[config.mk]
export PLATFORM = sky130hd
export DESIGN_NAME = transmissor_paridade_serial
export DESIGN_NICKNAME = d
export VERILOG_FILES = /design/src/rtl/transmissor_paridade_serial.sv
export SDC_FILE = /design/constraint.sdc
export NUM_CORES = 1
export LEC_CHECK = 0
export CORE_MARGIN = 2
export CORE_UTILIZATION = 25
export CTS_CLUSTER_DIAMETER = 120
export DETAILED_ROUTE_END_ITERATION = 8
export PLACE_DENSITY = 0.53
export SLEW_MARGIN = 20
export SYNTH_ARGS = -nofsm -noshare
export SYNTH_HDL_FRONTEND = slang
export SYNTH_SLANG_ARGS = --single-unit
[constraint.sdc]
create_clock -name clk -period 2.55 [get_ports clk]
set_clock_uncertainty 0.1 [all_clocks]
set_input_delay 0.51 -clock clk [delete_from_list [all_inputs] [get_ports clk]]
set_output_delay 0.51 -clock clk [all_outputs]
set_load 0.01 [all_outputs]
[src/rtl/transmissor_paridade_serial.sv]
// Serial frame transmitter: start, 8 data bits LSB first, parity, stop.
// Parity comes from the 8-bit generator, inverted for even-parity builds.

module gerador_paridade (
    input  logic [7:0] dados,
    output logic       paridade
);
    assign paridade = ~^dados;
endmodule

module transmissor_paridade_serial #(
    parameter int unsigned DIV            = 4,
    parameter int unsigned PARIDADE_IMPAR = 1
) (
    input  logic       clk,
    input  logic       rst_n,
    input  logic [7:0] dados,
    input  logic       valido,
    output logic       pronto,
    output logic       tx,
    output logic       ocupado,
    output logic       fim
);
    localparam int unsigned CW = (DIV > 1) ? $clog2(DIV) : 1;
    localparam logic [CW-1:0] DIV_ULT = CW'(DIV - 1);
    localparam logic [CW-1:0] DIV_PEN = (DIV > 1) ? CW'(DIV - 2) : '0;

    typedef enum logic [2:0] {
        OCIOSO   = 3'd0,
        INICIO   = 3'd1,
        DADOS    = 3'd2,
        PARIDADE = 3'd3,
        PARADA   = 3'd4
    } estado_t;

    estado_t       r_estado;
    logic [CW-1:0] r_div;
    logic [2:0]    r_bit;
    logic [7:0]    r_shift;
    logic          r_par;
    logic          r_tx;
    logic          r_pronto;
    logic          r_ocupado;
    logic          r_fim;

    logic w_paridade;
    logic w_par_sel;
    logic w_fim_bit;

    gerador_paridade u_gerador (
        .dados    (dados),
        .paridade (w_paridade)
    );

    assign w_par_sel = (PARIDADE_IMPAR != 0) ? w_paridade : ~w_paridade;
    assign w_fim_bit = (r_div == DIV_ULT);

    always_ff @(posedge clk or negedge rst_n) begin
        if (!rst_n) begin
            r_estado  <= OCIOSO;
            r_div     <= '0;
            r_bit     <= '0;
            r_shift   <= '0;
            r_par     <= 1'b0;
            r_tx      <= 1'b1;
            r_pronto  <= 1'b1;
            r_ocupado <= 1'b0;
            r_fim     <= 1'b0;
        end else begin
            r_fim <= 1'b0;
            case (r_estado)
                OCIOSO: begin
                    r_tx      <= 1'b1;
                    r_pronto  <= 1'b1;
                    r_ocupado <= 1'b0;
                    r_div     <= '0;
                    r_bit     <= '0;
                    if (valido && r_pronto) begin
                        r_shift   <= dados;
                        r_par     <= w_par_sel;
                        r_estado  <= INICIO;
                        r_tx      <= 1'b0;
                        r_pronto  <= 1'b0;
                        r_ocupado <= 1'b1;
                    end
                end
                INICIO: begin
                    if (w_fim_bit) begin
                        r_div    <= '0;
                        r_estado <= DADOS;
                        r_tx     <= r_shift[0];
                    end else begin
                        r_div <= r_div + 1'b1;
                    end
                end
                DADOS: begin
                    if (w_fim_bit) begin
                        r_div   <= '0;
                        r_shift <= r_shift >> 1;
                        r_bit   <= r_bit + 1'b1;
                        if (r_bit == 3'd7) begin
                            r_estado <= PARIDADE;
                            r_tx     <= r_par;
                        end else begin
                            r_tx <= r_shift[1];
                        end
                    end else begin
                        r_div <= r_div + 1'b1;
                    end
                end
                PARIDADE: begin
                    if (w_fim_bit) begin
                        r_div    <= '0;
                        r_estado <= PARADA;
                        r_tx     <= 1'b1;
                        // one-cycle stop bit: its only cycle is also the last
                        r_fim    <= (DIV == 1);
                    end else begin
                        r_div <= r_div + 1'b1;
                    end
                end
                PARADA: begin
                    if (w_fim_bit) begin
                        r_div     <= '0;
                        r_estado  <= OCIOSO;
                        r_tx      <= 1'b1;
                        r_pronto  <= 1'b1;
                        r_ocupado <= 1'b0;
                    end else begin
                        r_div <= r_div + 1'b1;
                        r_fim <= (r_div == DIV_PEN);
                    end
                end
                default: begin
                    r_estado  <= OCIOSO;
                    r_div     <= '0;
                    r_bit     <= '0;
                    r_tx      <= 1'b1;
                    r_pronto  <= 1'b1;
                    r_ocupado <= 1'b0;
                end
            endcase
        end
    end

    assign pronto  = r_pronto;
    assign tx      = r_tx;
    assign ocupado = r_ocupado;
    assign fim     = r_fim;

endmodule
==> summary.txt, run 1 <==
Run status
  • Status: finished clean

Global routing
  • Antenna violations before repair: 0
  • Largest net degree at the start of global routing: 22
  • Gr usage total: 0.09624
  • First-pass GRT wire length: 4.002 mm
  • Number of global-route vias before repair: 845
  • Gr ovfl total: 0

CTS
  • Post-cts sizing count: 0
  • Post-CTS setup buffer count: 0
  • Latest clock arrival within the worst-skew pair: 0.26 ns
  • Count of clock tree sinks: 21
  • Clock Tree Root: clkbuf_8
  • Clock slew at reported path FFs: 0.08 ns
  • Hold-fix buffers, CTS: 0
  • Clock buffer count from CTS: 3
  • CTS Buffer Depth: 2
  • H-Tree Depth: 1
  • CTS tree: built

Timing
  • Slew of the pin with the lowest slew margin: 0.4305 ns
  • Hold Vio Cnt, Final: 0
  • Fmax: 0.4895 GHz
  • Final period utilization: 0.8011
  • Hold WS: 0.3823 ns
  • Final Max Tran Viols: 0
  • Setup violations, final: 0
  • Setup tns final: 0 ns
  • Worst slew margin: 0.7130
  • Period minus WS final: 2.043 ns
  • RSZ-0062 raised after global routing: false

Critical path
  • Crit. End Element: output pin
  • Delay of the slowest critical-path stage: 0.61 ns
  • Critical path startpoint category: flip-flop
  • Crit path buf inv count: 1
  • Crit-path cells: clkdlybuf4s50_1
  • Critical path's top delay family: flip-flops
  • Critical path's slowest cell: dfstp_2
  • Data arrival at the endpoint of the critical path: 1.43 ns
  • Critical path class: flip-flop to output pin
  • Crit Path Max Fanout: 5
  • CP required: 1.94 ns

Floorplanning
  • Top Ports: 15
  • Core area: 4629 um2
  • Chip height: 72.74 um
  • Die area: 5290 um2
  • Starting Density: 0.2551
  • Std-Cell Rows: 25
  • Die W: 72.74 um

Logic synthesis
  • YS warnings: 0
  • Area leader, netlist: dfrtp_1
  • Register area share after synthesis: 0.4470
  • Synth Register Bits: 21
  • Top cells by area, synth: dfrtp_1 (40%), mux2i_1 (7.6%), xnor2_1 (5.2%)
  • Syn nets: 124
  • Post-synth ARST share: 1.000
  • Yosys top cell area share: 0.4025
  • Synth unique cells: 35
  • Post-synth design cell area: 1181 um2
  • EDFF count, synth: 0
  • Ys flop type: dfrtp_1
  • Cells after Synth: 109
  • Avg Cell Area, Syn: 10.84 um2

Layout
  • Fillers: 472
  • Ant diodes: 0
  • Share of cells above drive strength 1: 0.1452
  • Area grow syn2layout: 20.02%
  • Storage cell area: 528.0 um2
  • Net count, final: 140
  • Area of the multi-input gates: 594.3 um2

Detailed routing
  • Routed Antenna Nets: 0
  • Drt via density: 4.601
  • DRC viols: 0
  • Via count: 819
  • Routed wire length per instance: 12.75 um
  • Drt initial violations: 83
  • DR pass1 iterations: 4
  • Final wirelength: 2.269 mm

Power and ir drop
  • Max VDD drop: 353.6 uV
  • PwrDens: 1013 nW/um2
  • Leakage: 0.5689 nW

Worst hold path
  • Hold WC Path Type: flip-flop to flip-flop

Flow run
  • Max capacitance violation total: 0

Place
  • IO Port Bufs: 14
  • HPWL Detailed: 1.696 mm
  • Placer Congestion: 0.7784
## logic make-up after synthesis
| group | share of synthesized area |
|---|---|
| buffers and inverters | 0.04979 |
| and+or+nand+nor | 0.1600 |
| DFF | 0.4470 |
| xor gates and xnor gates | 0.06674 |
| AOI/OAI and AO/OA | 0.1483 |
| adders and majority gates | 0.04237 |
| muxes | 0.08581 |
## cell usage in the layout (no fill, tap or decap), types with 2 or more instances in the layout
cell             Yosys  final
a21oi_1              7      7
buf_4                1      4
o2bb2ai_1            3      3
a21oi_2              3      3
a22oi_1              2      2
inv_1                3      3
clkbuf_8             0      3
mux2i_1              9      9
nand3_1              4      4
xor2_1               2      2
nor2_1              13     13
xnor2_1              7      7
nor3b_1              2      2
clkdlybuf4s50_1      0     14
ha_1                 4      4
dfrtp_1             19     19
nand2_1              4      4
dfstp_2              2      2
nor3_1               2      2
o21ai_0              2      2
## worst register-to-register path, delay by kind of cell, from the launching register on
kind                   cells  cell delay (ns)
AO/OA/AOI/OAI              1             0.09
flip-flops                 1             0.54
AND/OR/NAND/NOR            2             0.72
buffers and inverters      1             0.21
## layout make-up
type / count / share of cell area
clock buffer: 3 / 0.02913
clock inverter: 1 / 0.003530
inverter: 3 / 0.007944
multi-input combinational: 78 / 0.4192
sequential: 21 / 0.3725
tap: 54 / 0.04766
timing repair buffer: 18 / 0.1200
## registers in the layout, summed over array words and instances (netlist names)
| signal | cells |
|---|---|
| r_shift | 8 |
| r_bit | 3 |
| r_estado | 3 |
| r_div | 2 |
| fim | 1 |
| ocupado | 1 |
| pronto | 1 |
| r_par | 1 |
| tx | 1 |
## where the power goes
group | total, mW | switching [mW] | internal [mW]
clock | 0.219 | 0.110 | 0.109
sequential | 0.621 | 0.143 | 0.477
combinational | 0.595 | 0.302 | 0.293
## routing by layer
layer	routed length, um	part of all wire	GRT usage
met2	1042	0.46	0.1576
met4	21	0.0093	0.02469
met3	112	0.049	0.03177
met1	1094	0.48	0.1223
met5	0	0	0
## stage by stage
step,power (mW),utilization,area [um2],setup WS [ns],cells
6_report,1.435,0.3062,1418,0.5071,178
5_1_grt,1.555,0.3062,1418,0.4629,178
4_1_cts,1.456,0.3062,1418,0.4968,178
3_3_place_gp,1.201,0.2962,1371,0.5545,174
2_1_floorplan,1.077,-,1181,0.9517,109
3_5_place_dp,1.231,0.2962,1371,0.5525,174
## final timing paths
check | from | to | slack (ns) | cells after the start
max reg2reg | r_estado[1]$_DFFE_PN0P_ | r_shift[7]$_DFFE_PN0P_ | 0.82 | 4
min reg2reg | r_div[0]$_DFF_PN0_ | r_div[0]$_DFF_PN0_ | 0.38 | 1
min | r_div[0]$_DFF_PN0_ | r_div[0]$_DFF_PN0_ | 0.38 | 1
min in group asynchronous | rst_n | r_shift[7]$_DFFE_PN0P_ | 0.50 | 2
max in group asynchronous | rst_n | pronto$_DFFE_PN1P_ | 1.58 | 2
max | pronto$_DFFE_PN1P_ | pronto | 0.51 | 1
## cell usage after synthesis (3+ instances only)
| library cell | number |
|---|---|
| inv_1 | 3 |
| xnor2_1 | 7 |
| dfrtp_1 | 19 |
| ha_1 | 4 |
| a21oi_2 | 3 |
| nand3_1 | 4 |
| mux2i_1 | 9 |
| nor2_1 | 13 |
| o2bb2ai_1 | 3 |
| nand2_1 | 4 |
| a21oi_1 | 7 |
Note: power is estimated with default switching activity, not from simulation.
==> run 2, diff against run 1 <==
Clock period 2.55 ns to 2 ns, I/O delays scaled along.
==> summary.txt, run 2 (same netlist as run 1, synthesis figures left out) <==
Flow run
  • Max capacitance violation total: 0 (unchanged)

Place
  • IO Port Bufs: 14 (unchanged)
  • Placer Congestion: 0.8106 (+4.1%)
  • HPWL Detailed: 1.728 mm (+1.9%)

Layout
  • Share of cells above drive strength 1: 0.1440 (-0.001161)
  • Most frequent cells in the layout: dfrtp_1 (19), clkdlybuf4s50_1 (14), nor2_1 (13)
  • Biggest regs: r_shift: 8 flops, r_bit: 3 flops, r_estado: 3 flops
  • Ant diodes: 0 (unchanged)
  • Max reg flops: 8 (unchanged)
  • Net count, final: 141 (+0.71%)
  • Most common cell after layout, fill and taps aside: dfrtp_1
  • Area grow syn2layout: 21.61%
  • Top reg by flops: r_shift
  • Core Util, Final: 0.3103 (+0.004054)

Detailed routing
  • Met3 WL: 94 um (-16%)
  • Routed Antenna Nets: 0 (unchanged)
  • DRC viols: 0 (unchanged)
  • Routed wire length per instance: 12.60 um (-1.1%)
  • Met1 WL: 1.060 mm (-3.1%)
  • Met2 wire len: 1.092 mm (+4.8%)
  • Final wirelength: 2.256 mm (-0.57%)
  • Drt initial violations: 41 (-51%)
  • DR top layer: met4
  • DR pass1 iterations: 4 (unchanged)
  • Drt via density: 4.659 (+1.3%)
  • Via count: 834 (+1.8%)

Critical path
  • Critical path's slowest cell: dfstp_2
  • Crit Path Max Fanout: 5 (unchanged)
  • Crit. End Element: output pin
  • Crit-path cells: clkdlybuf4s50_1
  • CP required: 1.50 ns (-0.44 ns)
  • Data arrival at the endpoint of the critical path: 1.43 ns (about the same)
  • Delay of the slowest critical-path stage: 0.61 ns (about the same)
  • Critical path startpoint category: flip-flop
  • Crit path buf inv count: 1 (unchanged)
  • Critical path class: flip-flop to output pin
  • Critical path's top delay family: flip-flops

CTS
  • Post-cts sizing count: 0 (unchanged)
  • Count of clock tree sinks: 21 (unchanged)
  • Post-CTS setup buffer count: 0 (unchanged)
  • Hold-fix buffers, CTS: 0 (unchanged)
  • Clock Tree Root: clkbuf_8
  • H-Tree Depth: 1 (unchanged)
  • CTS tree: built
  • Latest clock arrival within the worst-skew pair: 0.26 ns (about the same)
  • CTS Buffer Depth: 2 (unchanged)
  • Clock buffer count from CTS: 3 (unchanged)
  • Clock slew at reported path FFs: 0.08 ns (about the same)

Global routing
  • First-pass GRT wire length: 4.043 mm (+1.0%)
  • Gr usage total: 0.09809 (+0.001848)
  • Gr ovfl total: 0 (unchanged)
  • Largest net degree at the start of global routing: 22 (unchanged)
  • Antenna violations before repair: 0 (unchanged)
  • Number of global-route vias before repair: 853 (+0.95%)

Timing
  • Worst slew margin: 0.7213 (+0.008293)
  • Period minus WS final: 1.932 ns
  • RSZ-0062 raised after global routing: false
  • Hold WS: 0.3715 ns (-0.01088 ns)
  • Setup violations, final: 0 (unchanged)
  • Slew of the pin with the lowest slew margin: 0.4180 ns (-0.01244 ns)
  • Final period utilization: 0.9660
  • Setup tns final: 0 ns (unchanged)
  • Final Max Tran Viols: 0 (unchanged)
  • Hold Vio Cnt, Final: 0 (unchanged)
  • Fmax: 0.5176 GHz

Power and ir drop
  • PwrDens: 1294 nW/um2 (+28%)
  • Leakage: 0.5742 nW (+0.93%)
  • Max VDD drop: 441.0 uV (+25%)

Floorplanning
  • Chip height: 72.74 um (unchanged)
  • Std-Cell Rows: 25 (unchanged)
  • Top Ports: 15 (unchanged)
  • Die area: 5290 um2 (unchanged)
  • Starting Density: 0.2551 (unchanged)
  • Core area: 4629 um2 (unchanged)
  • Die W: 72.74 um (unchanged)

Worst hold path
  • Hold WC Path Type: flip-flop to flip-flop

Run status
  • Status: finished clean
==> run 2: final timing paths <==
path	start	endpoint	slack (ns)	depth (start not counted)
max in group asynchronous	rst_n	tx$_DFFE_PN1P_	1.13	2
worst min register to register	r_div[0]$_DFF_PN0_	r_div[0]$_DFF_PN0_	0.37	1
worst min-delay path	r_div[0]$_DFF_PN0_	r_div[0]$_DFF_PN0_	0.37	1
min in group asynchronous	rst_n	r_div[0]$_DFF_PN0_	0.38	2
worst max register to register	r_estado[0]$_DFFE_PN0P_	r_shift[7]$_DFFE_PN0P_	0.30	4
worst max-delay path	pronto$_DFFE_PN1P_	pronto	0.07	1
==> run 2: final cells by class <==
class	instances	area [um2]
fillers	477	3193
multi-input cells	78	594.3
flip-flops and latches	21	528.0
repair buffers	19	190.2
well taps	54	67.56
clock buffers	4	45.04
inverters	3	11.26
==> run 2: through the flow <==
| stage | instance area [um2] | cells | setup slack (ns) | power (mW) |
|---|---|---|---|---|
| 6_report | 1436 | 179 | 0.06803 | 1.859 |
| 5_1_grt | 1436 | 179 | 0.02066 | 2.026 |
| 4_1_cts | 1436 | 179 | 0.05830 | 1.889 |
| 3_5_place_dp | 1391 | 175 | 0.07698 | 1.604 |
| 3_3_place_gp | 1391 | 175 | 0.1229 | 1.563 |
| 2_1_floorplan | 1181 | 109 | 0.4017 | 1.374 |
==> run 2: power by group <==
group	internal (mW)	total, mW	switching, mW
sequential	0.609	0.779	0.170
combinational	0.403	0.804	0.402
clock	0.142	0.275	0.133
total	1.15	1.86	0.705
==> run 2: worst reg2reg max path, cell delays in order, from the launching register on <==
cell,delay (ns)
dfrtp_1,0.53
nor2_4,0.29
nand3_4,0.13
or4b_1,0.47
o21ai_0,0.09
==> run 2: per-layer routing <==
metal | global-route usage | up-vias
met3 | 0.03453 | 2
met5 | 0 | -
li1 | - | 415
met2 | 0.1606 | 18
met1 | 0.1288 | 399
met4 | 0.01235 | 0
